## src/rtl/main_fsm_ctrl.sv

```systemverilog
// Multicycle RV32I main control FSM: sequences fetch/decode/execute/writeback and drives datapath selects.
// Optional illegal-opcode trap state enabled by defining ILLEGAL_OP_TRAP_EN.
module main_fsm_ctrl #(
    parameter logic [3:0] RESET_STATE = 4'd0
) (
    input  logic       clk,
    input  logic       rst,
    input  logic [6:0] op,
    input  logic       zero,
    input  logic       mem_ready,
    output logic [1:0] ALUop,
    output logic [1:0] ALUSrcA,
    output logic [1:0] ALUSrcB,
    output logic [1:0] ResultSrc,
    output logic       AdrSrc,
    output logic       IRWrite,
    output logic       PCWrite,
    output logic       RegWrite,
    output logic       MemWrite,
    output logic [3:0] state_o,
    output logic       illegal_op
);

    typedef enum logic [3:0] {
        S_FETCH    = 4'd0,
        S_DECODE   = 4'd1,
        S_MEMADR   = 4'd2,
        S_MEMREAD  = 4'd3,
        S_MEMWB    = 4'd4,
        S_MEMWRITE = 4'd5,
        S_EXECR    = 4'd6,
        S_EXECI    = 4'd7,
        S_ALUWB    = 4'd8,
        S_BEQ      = 4'd9,
        S_JAL      = 4'd10
`ifdef ILLEGAL_OP_TRAP_EN
        , S_TRAP   = 4'd11
`endif
    } state_t;

    localparam logic [6:0] OP_LOAD   = 7'b0000011;
    localparam logic [6:0] OP_STORE  = 7'b0100011;
    localparam logic [6:0] OP_RTYPE  = 7'b0110011;
    localparam logic [6:0] OP_ITYPE  = 7'b0010011;
    localparam logic [6:0] OP_BRANCH = 7'b1100011;
    localparam logic [6:0] OP_JAL    = 7'b1101111;

    state_t state_q, state_d;
    logic   illegal_d;

    logic pc_update, branch, ir_write_raw, reg_write_raw, mem_write_raw;

    always_comb begin
        state_d   = S_FETCH;
        illegal_d = 1'b0;
        case (state_q)
            S_FETCH:    state_d = mem_ready ? S_DECODE : S_FETCH;
            S_DECODE: begin
                case (op)
                    OP_LOAD, OP_STORE: state_d = S_MEMADR;
                    OP_RTYPE:          state_d = S_EXECR;
                    OP_ITYPE:          state_d = S_EXECI;
                    OP_BRANCH:         state_d = S_BEQ;
                    OP_JAL:            state_d = S_JAL;
                    default: begin
`ifdef ILLEGAL_OP_TRAP_EN
                        state_d   = S_TRAP;
                        illegal_d = 1'b1;
`else
                        state_d   = S_FETCH;
`endif
                    end
                endcase
            end
            S_MEMADR:   state_d = op[5] ? S_MEMWRITE : S_MEMREAD;
            S_MEMREAD:  state_d = mem_ready ? S_MEMWB : S_MEMREAD;
            S_MEMWB:    state_d = S_FETCH;
            S_MEMWRITE: state_d = mem_ready ? S_FETCH : S_MEMWRITE;
            S_EXECR:    state_d = S_ALUWB;
            S_EXECI:    state_d = S_ALUWB;
            S_ALUWB:    state_d = S_FETCH;
            S_BEQ:      state_d = S_FETCH;
            S_JAL:      state_d = S_ALUWB;
`ifdef ILLEGAL_OP_TRAP_EN
            S_TRAP:     state_d = S_TRAP;
`endif
            default:    state_d = S_FETCH;
        endcase
    end

`ifdef ILLEGAL_OP_TRAP_EN
    logic illegal_op_q, illegal_op_d;
    assign illegal_op_d = illegal_op_q | illegal_d;
    assign illegal_op   = illegal_op_q;
`else
    assign illegal_op   = 1'b0;
`endif

    always_ff @(posedge clk or posedge rst) begin
        if (rst) begin
            state_q      <= state_t'(RESET_STATE);
`ifdef ILLEGAL_OP_TRAP_EN
            illegal_op_q <= 1'b0;
`endif
        end else begin
            state_q      <= state_d;
`ifdef ILLEGAL_OP_TRAP_EN
            illegal_op_q <= illegal_op_d;
`endif
        end
    end

    // Outputs are a pure decode of the state register; only FETCH and BEQ look at inputs.
    always_comb begin
        ALUop         = 2'b00;
        ALUSrcA       = 2'b00;
        ALUSrcB       = 2'b00;
        ResultSrc     = 2'b00;
        AdrSrc        = 1'b0;
        pc_update     = 1'b0;
        branch        = 1'b0;
        ir_write_raw  = 1'b0;
        reg_write_raw = 1'b0;
        mem_write_raw = 1'b0;
        case (state_q)
            S_FETCH: begin
                ALUSrcB      = 2'b10;
                ResultSrc    = 2'b10;
                ir_write_raw = mem_ready;
                pc_update    = mem_ready;
            end
            S_DECODE: begin
                ALUSrcA = 2'b01;
                ALUSrcB = 2'b01;
            end
            S_MEMADR: begin
                ALUSrcA = 2'b10;
                ALUSrcB = 2'b01;
            end
            S_MEMREAD:  AdrSrc = 1'b1;
            S_MEMWB: begin
                ResultSrc     = 2'b01;
                reg_write_raw = 1'b1;
            end
            S_MEMWRITE: begin
                AdrSrc        = 1'b1;
                mem_write_raw = 1'b1;
            end
            S_EXECR: begin
                ALUSrcA = 2'b10;
                ALUop   = 2'b10;
            end
            S_EXECI: begin
                ALUSrcA = 2'b10;
                ALUSrcB = 2'b01;
                ALUop   = 2'b10;
            end
            S_ALUWB:    reg_write_raw = 1'b1;
            S_BEQ: begin
                ALUSrcA = 2'b10;
                ALUop   = 2'b01;
                branch  = 1'b1;
            end
            S_JAL: begin
                ALUSrcA   = 2'b01;
                ALUSrcB   = 2'b10;
                pc_update = 1'b1;
            end
            default: ;
        endcase
    end

    // Reset masks every architectural write so an aborted instruction leaves no trace.
    assign IRWrite  = ir_write_raw & ~rst;
    assign PCWrite  = (pc_update | (branch & zero)) & ~rst;
    assign RegWrite = reg_write_raw & ~rst;
    assign MemWrite = mem_write_raw & ~rst;
    assign state_o  = state_q;

endmodule

```

## config.mk

```make
export PLATFORM = sky130hd
export DESIGN_NAME = main_fsm_ctrl
export DESIGN_NICKNAME = d
export VERILOG_FILES = /design/src/rtl/main_fsm_ctrl.sv
export SDC_FILE = /design/constraint.sdc
export NUM_CORES = 1
export LEC_CHECK = 0
export ABC_CLOCK_PERIOD_IN_PS = 3500
export CAP_MARGIN = 30
export CORE_MARGIN = 1
export CORE_UTILIZATION = 40
export CTS_CLUSTER_DIAMETER = 150
export DETAILED_ROUTE_END_ITERATION = 10
export PLACE_DENSITY = 0.82
export REMOVE_ABC_BUFFERS = 1
export SYNTH_ARGS = -nofsm -noshare
export SYNTH_HDL_FRONTEND = slang
export SYNTH_SLANG_ARGS = --single-unit
```

## constraint.sdc

```tcl
create_clock -name clk -period 3.5 [get_ports clk]
set_clock_uncertainty 0.15 [all_clocks]
set_input_delay 0.525 -clock clk [delete_from_list [all_inputs] [get_ports clk]]
set_output_delay 0.525 -clock clk [all_outputs]
set_load 0.005 [all_outputs]
```

; Yosys cells after proc, flatten, opt, wreduce, memory -nomap -nowiden
; Index checks and enable logic that the tools add are counted.
; Widths: inputs -> output; s select.
[totals]
word_cells = 50
out_inout_bits = 18
input_bits = 11
regBits = 4
[op_classes]
mux = 16
bitwise = 7
n_eq_ne = 16
n_reduce_logical = 10
[ops]
columns = operator, count
row1 = $pmux 4 s6, 1
row2 = $pmux 4 s5, 1
row3 = $eq 4x3->1 const B, 4
row4 = $pmux 2 s2, 4
row5 = $eq 7x6->1 const B, 2
row6 = $eq 7x7->1 const B, 2
row7 = $eq 4x4->1 const B, 3
row8 = $reduce_or 2->1, 6
row9 = $mux 3, 3
row10 = $eq 4x2->1 const B, 2
row11 = $eq 7x2->1 const B, 1
row12 = $eq 7x5->1 const B, 1
row13 = $mux 1, 6
row14 = $reduce_or 3->1, 2
row15 = $and 1x1->1, 5
row16 = $eq 4x1->1 const B, 1
row17 = $logic_not 4->1, 1
row18 = $reduce_or 4->1, 1
row19 = $pmux 1 s2, 1
row20 = $not 1->1, 1
row21 = $or 1x1->1, 1

; Logic depth before layout (Yosys ltp)
; Gate-level depths: netlist of the first run.
[depth]
ltp_word = 5
mapped_depth = 5
depth_no_buf = 4

; Worst setup path before layout of the first run
; OpenSTA, ideal clock, no wires.
[synth_path]
path_type = flip-flop to output port
from = register state_q[2], in the netlist state_o[2]
to = output port RegWrite
n_path_buf = 1
arrival_time_ns = 1.036
stages_incl_launch_ff = 5
setup_slack_ns = 1.789
t_required_ns = 2.825
cell_sequence = dfrtp_1 > buf_6 > inv_4 > nand2_2 > a2111oi_4
[synth_between]
elab_chain_len = 4
word_cells_on_any_way = 5
cone_classes = eq/ne: 2 / mux: 1 / bitwise: 1 / reduce/logical: 1
[synth_rtl]
columns = element, line
row1 = start: declaration, 48  ; state_t state_q, state_d;
row2 = start signal: assignment, 101  ; state_q <= state_t'(RESET_STATE);
row3 = start signal: assignment, 106  ; state_q <= state_d;
row4 = $eq 4x4->1 / $eq 4x3->1 (equally long branches), 125  ; case (state_q)
row5 = $reduce_or 2->1 (no line) *, --
row6 = $mux 1 *, 125
row7 = $and 1x1->1 *, 176  ; assign RegWrite = reg_write_raw & ~rst;
row8 = end: declaration, 18  ; output logic RegWrite,
; Every way passes the cells marked *; elsewhere a longest branch is shown, timed or not.

; Final worst setup path of the first run
[layout_path]
from = input port mem_ready
to = output port PCWrite
[layout_between]
elab_chain_len = 3
[layout_rtl]
columns = element, line
row1 = start: declaration, 10  ; input logic mem_ready,
row2 = $pmux 1 s2, 125
row3 = $or 1x1->1, 175  ; assign PCWrite = (pc_update | (branch & zero)) & ~rst;
row4 = $and 1x1->1, 175
row5 = end: declaration, 17  ; output logic PCWrite,
; Every way passes these cells.

==> results of run 1 <==
cell usage in the layout, fill, tap and decap left out, types with 2 or more instances in the layout:
cell and count:
a21oi_1 4, clkbuf_4 3, clkdlybuf4s50_1 27, dfrtp_1 4, inv_1 4, nand2_1 3, nand2b_1 2, nand2b_4 2
nand3b_1 3, nand4_1 2, nor2_1 6, nor3_1 5, nor4_1 2, o21ai_1 3, o22ai_1 3
cell usage after synthesis:
cell	number
nor3_1	5
a31oi_1	1
dfrtp_1	4
nand4_1	2
nand2b_1	2
nor4_1	2
a211o_1	1
nand3_1	1
a32o_1	1
nor3_4	1
conb_1	1
o2bb2ai_1	1
nand2_1	3
mux2i_1	1
nand3b_1	3
nand2b_4	2
xor2_1	1
a2111oi_4	1
inv_4	1
nand2_2	1
nor3b_1	1
buf_6	3
inv_1	4
a21oi_1	4
a311oi_1	1
o22ai_1	3
xnor2_1	1
buf_4	3
nor4b_1	1
mux2_4	1
nor2_1	6
o21ai_1	3
kinds of logic after synthesis:
family                    count (synthesis)
muxes                                     2
buffers and inverters                    11
xor gates and xnor gates                  2
and+or+nand+nor                          30
other                                     1
DFF                                       4
AOI/OAI and AO/OA                        16
per-layer routing:
metal	GRT usage [%]	share of wire, %
met1	23.8	42
met2	29.6	49
met3	2.31	8.3
met4	7.76	0.58
met5	0	0
final cells by class:
class,count,area [sq um]
clock buffers,3,22.5
fillers,104,379
inverters,5,21.3
multi-input cells,51,360
flip-flops and latches,4,100
well taps,14,17.5
repair buffers,27,270
worst max-delay path, delay by kind of cell:
| kind | cells | cell delay [ps] |
|---|---|---|
| AO/OA/AOI/OAI | 1 | 70 |
| AND/OR/NAND/NOR | 2 | 470 |
| buffers and inverters | 2 | 1090 |
worst max path at each step:
stage / startpoint / to
5_1_grt: mem_ready / PCWrite
3_3_place_gp: mem_ready / PCWrite
2_1_floorplan: state_o[0] / PCWrite
3_5_place_dp: mem_ready / PCWrite
4_1_cts: mem_ready / PCWrite
6_report: mem_ready / PCWrite
power breakdown:
group	total [mW]	internal [mW]	switching, mW
registers	0.0610	0.0486	0.0123
logic	0.0784	0.0497	0.0287
clock network	0.0572	0.0383	0.0189
total	0.197	0.137	0.0599
==> out/results.tsv, run 1 <==
metric	value	unit
max frequency	355	MHz
fin cells	104	
min Tclk post-route	2820	ps
Max VDD drop	0.184	mV
wire per inst	11.6	um
die footprint	1500	sq um
synthesized instance count	66	
first-pass GRT wire length	1900	um
Finished Cell Area	792	sq um
Finish-stage setup viols	0	
Leak	0.290	nW
Sinks on Clock Net	4	
Placed Instances	101	
max FFs per register	4	
Worst setup EP type	output pin	
WHS	528	ps
GPL Wtd Cong	0.780	
Reg-to-Reg Start	state_o[0]	
post-route ant nets	0	
Tcrit/Tclk final	80.5	%
area fraction of the dominant cell type after synthesis	18.6	%
post-layout util	67.6	%
GRT Util Overall	18.2	%
Routed WL	1210	um
post-synthesis mux area share	4.65	%
Setup Fix Bufs, Post-CTS	0	
post-synthesis simple-gate area fraction	35.3	%
compound-gate portion of the synthesized area	23.0	%
status	completed	
total power	0.197	mW
maximum clock path buffer count	2	
leading area contributor after synthesis	dfrtp_1	
via count	590	
Critical Path Max Stage Delay	560	ps
synthesized area per cell	8.15	sq um
worst skew pair latency	240	ps
Pre-Repair DR Iteration Count	4	
Ports	29	
Final HPWL DP	920	um
Worst slew margin	59.0	%
Synth Area in Adders	0	%
RSZ-0062 raised after global routing	no	
n_diodes	0	
Worst-path clk slew	40	ps
CTS tree	done	
Mapped Area	538	sq um
vias in the first global route	440	
#FFs+latches synth	4	
CTS Root Cell	clkbuf_4	
Critical Path Start Type	input pin	
share of the yosys chip area belonging to registers	18.6	%
dpl ws	727	ps
row count	12	
IO buf count	27	
max_cap viols	0	
largest family of logic cells by synthesized area	simple AND/OR/NAND/NOR gates	
Worst EP required	2820	ps
Synth warnings	0	
Slew Viols, Final	0	
Slew @ Worst Pin	616	ps
Crit-path slowest cell	clkdlybuf4s50_1	
TritonCTS Buffers	3	
total gr overflow	0	
Fin. Hold Viols	0	
Post-layout nets	103	
critical path class	input pin to output pin	
layout cells sized above 1	11.1	%
Worst R2R End	state_o[2]	
Setup TNS	0	ps
Initial Utilization	45.9	%
drt via density	5.67	
Die Wd	38.7	um
Post-Synth XOR/XNOR Area	3.26	%
setup ws final	681	ps
Post-CTS Resized	0	
largest cells by area after synthesis	dfrtp_1 19%, buf_6 6.3%, a2111oi_4 5.1%	
Critical Path Most Common Cell	clkdlybuf4s50_1	
Synth-to-Final Area Change	47.2	%
Crit path arrival time	2140	ps
crit-path cells	clkdlybuf4s50_1 > nor4b_1 > a21oi_1 > nor3_1 > clkdlybuf4s50_1	
cts hold-fix bufs	0	
Post-route DRC	0	
Worst Reg-to-Reg Cells	3	
die height	38.7	um
# H-tree levels	1	
flop2flop setup slack	1850	ps
core footprint	1170	sq um
pin count of the biggest net entering global routing	18	
antenna violations before repair	0	
Placed Area	769	sq um
PD cells	248	nW/um^2
Hold Path Class	input pin to async pin	
Iter 0 DRT Violations	13	
CP Max Fanout	5	
synth unique cells	32	
No activity file was read; power rests on OpenSTA's default activity.
==> run 2: changes to the inputs <==
ABC_CLOCK_PERIOD_IN_PS = 2300   (was 3500)
CORE_UTILIZATION = 34   (was 40)
PLACE_DENSITY = 0.74   (was 0.82)
clock period = 2.3 ns   (was 3.5 ns; I/O delays follow)
==> out/results.tsv, run 2 (synthesized netlist as in run 1, its figures left out) <==
metric	value	unit
status	completed	
Die Wd	41.8	um
drt via density	5.29	
max frequency	452	MHz
IO buf count	27	
max FFs per register	4	
layout cells sized above 1	27.0	%
Worst-path clk slew	40	ps
Leak	0.391	nW
CP Max Fanout	9	
critical path class	flop to output pin	
GRT Util Overall	15.7	%
pin count of the biggest net entering global routing	12	
Synth-to-Final Area Change	67.0	%
Worst setup EP type	output pin	
Critical Path Start Type	flop	
Crit path arrival time	1720	ps
post-layout util	65.0	%
flop2flop setup slack	810	ps
Hold Path Class	input pin to async pin	
Finish-stage setup viols	0	
Setup TNS	0	ps
# fillers	130	
via count	608	
CTS Root Cell	clkbuf_4	
Slew Viols, Final	0	
Tcrit/Tclk final	96.2	%
first-pass GRT wire length	2160	um
Placed Instances	109	
most frequent cells in the layout	24 x clkdlybuf4s50_1, 10 x buf_4, 6 x nor2_1, 5 x nor3_1	
die footprint	1750	sq um
Post-route DRC	0	
wire per inst	12.0	um
CTS tree	done	
worst skew pair latency	230	ps
Pre-Repair DR Iteration Count	4	
die height	41.8	um
PD cells	352	nW/um^2
n_diodes	0	
GPL Wtd Cong	0.798	
fin cells	115	
antenna violations before repair	0	
maximum clock path buffer count	2	
Max VDD drop	0.207	mV
crit-path cells	buf_4 > a211o_1 > o21ai_1 > clkdlybuf4s50_1	
Ports	29	
TritonCTS Buffers	3	
Critical Path Max Stage Delay	530	ps
Sinks on Clock Net	4	
row count	13	
Worst EP required	1800	ps
Fin. Hold Viols	0	
vias in the first global route	531	
min Tclk post-route	2210	ps
Crit-path slowest cell	clkdlybuf4s50_1	
total gr overflow	0	
post-route ant nets	0	
# H-tree levels	1	
core footprint	1380	sq um
cts hold-fix bufs	0	
Final HPWL DP	1070	um
commonest non-fill, non-tap cell in the layout	clkdlybuf4s50_1	
max_cap viols	0	
Routed WL	1380	um
Initial Utilization	38.9	%
Iter 0 DRT Violations	4	
Post-layout nets	113	
run 2: cell types whose count changed in the layout (fill, tap and decap cells not counted):
cell             delta
dfrtp_2             +4
a311oi_1            -1
clkdlybuf4s50_1     -3
dfrtp_1             -4
nor4b_2             +1
nor3b_1             -1
a311oi_2            +1
nor4b_1             -1
nor3b_2             +1
dlymetal6s2s_1      +3
buf_4              +10
run 2: what timing repair did:
action,4_1_cts,5_1_grt
gates resized for setup,3,8
setup buffers,0,3
pin swaps,0,1
endpoints found under the setup margin,5,9
run 2: worst max-delay path: cells and delay by family (launching register included):
kind,cells,cell delay [ps]
compound gates,2,310
flops,1,450
buf+inv,2,730
run 2: final timing paths:
kind	from	end	depth (start not counted)
worst max-delay path	state_o[3]	ALUSrcA[1]	4
worst min register to register	state_o[3]	state_o[2]	1
worst min-delay path	rst	state_o[3]	2
worst max register to register	state_o[0]	state_o[2]	4
max in group asynchronous	rst	state_o[0]	2
min in group clk	state_o[3]	state_o[2]	1
run 2: layout make-up:
class                   instances  area [sq um]  area share (%)
clock buffers                   3          22.5            2.51
inverters                       5          21.3            2.37
multi-input cells              51           378            42.1
flip-flops and latches          4           105            11.7
well taps                      15          18.8            2.09
repair buffers                 37           353            39.3
run 2: per-layer routing:
layer  vias up  routed length (um)  part of all wire, %  GRT usage (%)
met3         0                  64                  4.6           2.61
li1        312                   -                    -              -
met2        25                 725                   52           28.1
met4         0                   0                    0           5.81
met5         -                   0                    0              0
met1       271                 592                   43           18.4
run 2: where the power goes:
group	leakage, nW	internal (mW)	switching (mW)	total [mW]
clock	0.0138	0.0581	0.0255	0.0836
combinational	0.330	0.0908	0.0580	0.149
sequential	0.0480	0.0750	0.00914	0.0842
total	0.391	0.224	0.0926	0.317
run 2: metrics by stage:
stage	hold WS (ps)	power, mW	setup WS (ps)	area [sq um]
global placement	517	0.222	70.8	823
CTS	371	0.309	14.5	850
detailed placement	531	0.224	42.6	823
global route	389	0.341	-2.25	898
finish	362	0.317	87.9	898
floorplan	-38.9	0.143	653	482
==> run 3: changes to the inputs <==
SKIP_CTS_REPAIR_TIMING = 1   (was default)
==> results of run 3 <==
No change in the layout: final DEF, timing and power equal those of run 2.
==> variant: new RTL, settings of run 2 <==
The option `ILLEGAL_OP_TRAP_EN` is turned on by a define.
--- a/src/rtl/main_fsm_ctrl.sv
+++ b/src/rtl/main_fsm_ctrl.sv
@@ -2,2 +2,4 @@
 // Optional illegal-opcode trap state enabled by defining ILLEGAL_OP_TRAP_EN.
+`define ILLEGAL_OP_TRAP_EN
+
 module main_fsm_ctrl #(
Check against the original RTL: not equivalent (a bounded check fails within 4 cycles, from zero or initial values and one cycle with rst high).
==> variant against run 2 <==
Sequential cell count increased by 1. Synthesized area increased by 0.70%. Cell count rose by 13%. Via count rose by 12%. Largest cell class unchanged. Routed wire length increased by 25%. Setup slack got worse by 0.042 ns. Critical path type unchanged. Register-to-register slack got worse by 0.14 ns. Cell area rose by 11%.
Power is left out: it rests on default switching activity, and per cell area and clock period it moved more than threefold.
==> variant: results (changes against run 2) <==
Layout:
- The number of antenna cells inserted is 0 (unchanged).
- The number of filler instances in the final layout is 125 (-3.8%).
- The share of post-route cells with drive strength above 1 is 0.246 (-0.0244).
- The net count of the finished layout is 126 (+12%).
- The number of flip-flops under the largest register name is 4 (unchanged).

Clock tree:
- The clock buffer count from CTS is 3 (unchanged).
- The root buffer cell chosen for the clock tree is sky130_fd_sc_hd__clkbuf_4.

Routing:
- The number of DRC markers after the initial detailed-route iteration came to 3 (-1).
- The total wire length is 1730 µm (+25%).
- The average vias per placed instance is 5.23 (-1.1%).

GRT:
- The met2 track demand over resource is 0.356 (+0.0750).
- The global-route wire length before repair is 2660 µm (+23%).
- The initial antenna violation count is 0 (unchanged).
- The met3 track utilization from global routing is 0.0174 (-0.00870).
- The met1 track demand over resource in global routing was 0.245 (+0.0611).
- The number of global-route vias before repair came to 605 (+14%).
- The pin count of the biggest net entering global routing came to 13 (+1).
- The combined global-route utilization of all metal layers is 0.197 (+0.0401).

Logic synthesis:
- By area the synthesized netlist is led by sky130_fd_sc_hd__dfrtp_1 (23%), sky130_fd_sc_hd__nor2b_1 (5.8%), sky130_fd_sc_hd__nor3_1 (5.5%).
- The post-synthesis sequential area ratio came to 0.231 (+0.0449).
- By count the netlist is led by sky130_fd_sc_hd__nor2_1 (8), sky130_fd_sc_hd__nand2_1 (7), sky130_fd_sc_hd__nor3_1 (6).
- The number of distinct library cell variants in the gate-level netlist after synthesis was 30 (-6.3%).
- The share of flip-flops with an asynchronous set or reset after synthesis came to 1.00 (unchanged).

Worst hold path:
- The worst min-delay path category is flip-flop to flip-flop.

Setup path:
- On the critical path the largest part of the delay comes from buffers and inverters.
- The delay contributed by the slowest stage of the critical path is 0.53 ns (about the same).
- The data arrival at the endpoint of the critical path came to 1.76 ns (+0.04 ns).
- The maximum fanout along the worst path came to 8 (-1).

Place:
- The global placement routability congestion is 0.836 (+4.9%).
- The setup slack after placement was -0.225 ns (-0.268 ns).
- The cell area after placement is 878 µm² (+6.7%).
- The post-detailed-placement half-perimeter wirelength is 1250 µm (+17%).
- The quantity of I/O buffers inserted on ports is 28 (+3.7%).

Timing:
- The worst slew slack as a fraction of its limit is 0.825.

Run status:
- The flow ran to the end, and the final reports show no timing, DRC or antenna violations.
-- variant: repair_timing --
item,4_1_cts,5_1_grt
resized for setup,7,12
pin swaps,0,3
endpoints found under the setup margin,8,11
setup buffers,0,4
-- variant: final timing paths --
path | start | end | slack, ns | depth (start not counted)
max | state_o[1]$_DFF_PP0_ | ALUSrcA[1] | 0.05 | 5
min | illegal_op$_DFF_PP0_ | illegal_op$_DFF_PP0_ | 0.33 | 1
max reg2reg | state_o[0]$_DFF_PP0_ | state_o[0]$_DFF_PP0_ | 0.67 | 5
min reg2reg | illegal_op$_DFF_PP0_ | illegal_op$_DFF_PP0_ | 0.33 | 1
max in group asynchronous | rst | state_o[3]$_DFF_PP0_ | 1.41 | 4
min in group asynchronous | rst | state_o[1]$_DFF_PP0_ | 0.46 | 4
-- variant: logic make-up (layout without fill, tap and decap cells) --
kind of cell              Yosys count  after routing  share of synthesized area
DFF                                 5              5                      0.231
and+or+nand+nor                    44             44                      0.464
buffers and inverters               7             46                     0.0577
xor gates and xnor gates            3              3                     0.0485
AOI/OAI and AO/OA                  16             16                      0.199
-- variant: layout make-up --
cell class                 count  area (µm²)  share of cell area
timing repair buffer          40         374               0.374
sequential                     5         129               0.129
tap                           16        20.0              0.0200
multi-input combinational     63         443               0.443
inverter                       2        7.51             0.00751
clock buffer                   4        26.3              0.0263
-- variant: per-stage QoR --
step | instances | TNS (ns)
global placement | 122 | -0.193
detailed placement | 122 | -0.240
finish | 130 | 0
floorplan | 70 | 0
CTS | 126 | -0.0223
global route | 130 | -0.0616
-- variant: per-layer routing --
metal | up-vias | part of all wire
li1 | 351 | -
met1 | 303 | 0.42
met2 | 26 | 0.53
met3 | 0 | 0.053
met4 | 0 | 0
met5 | - | 0
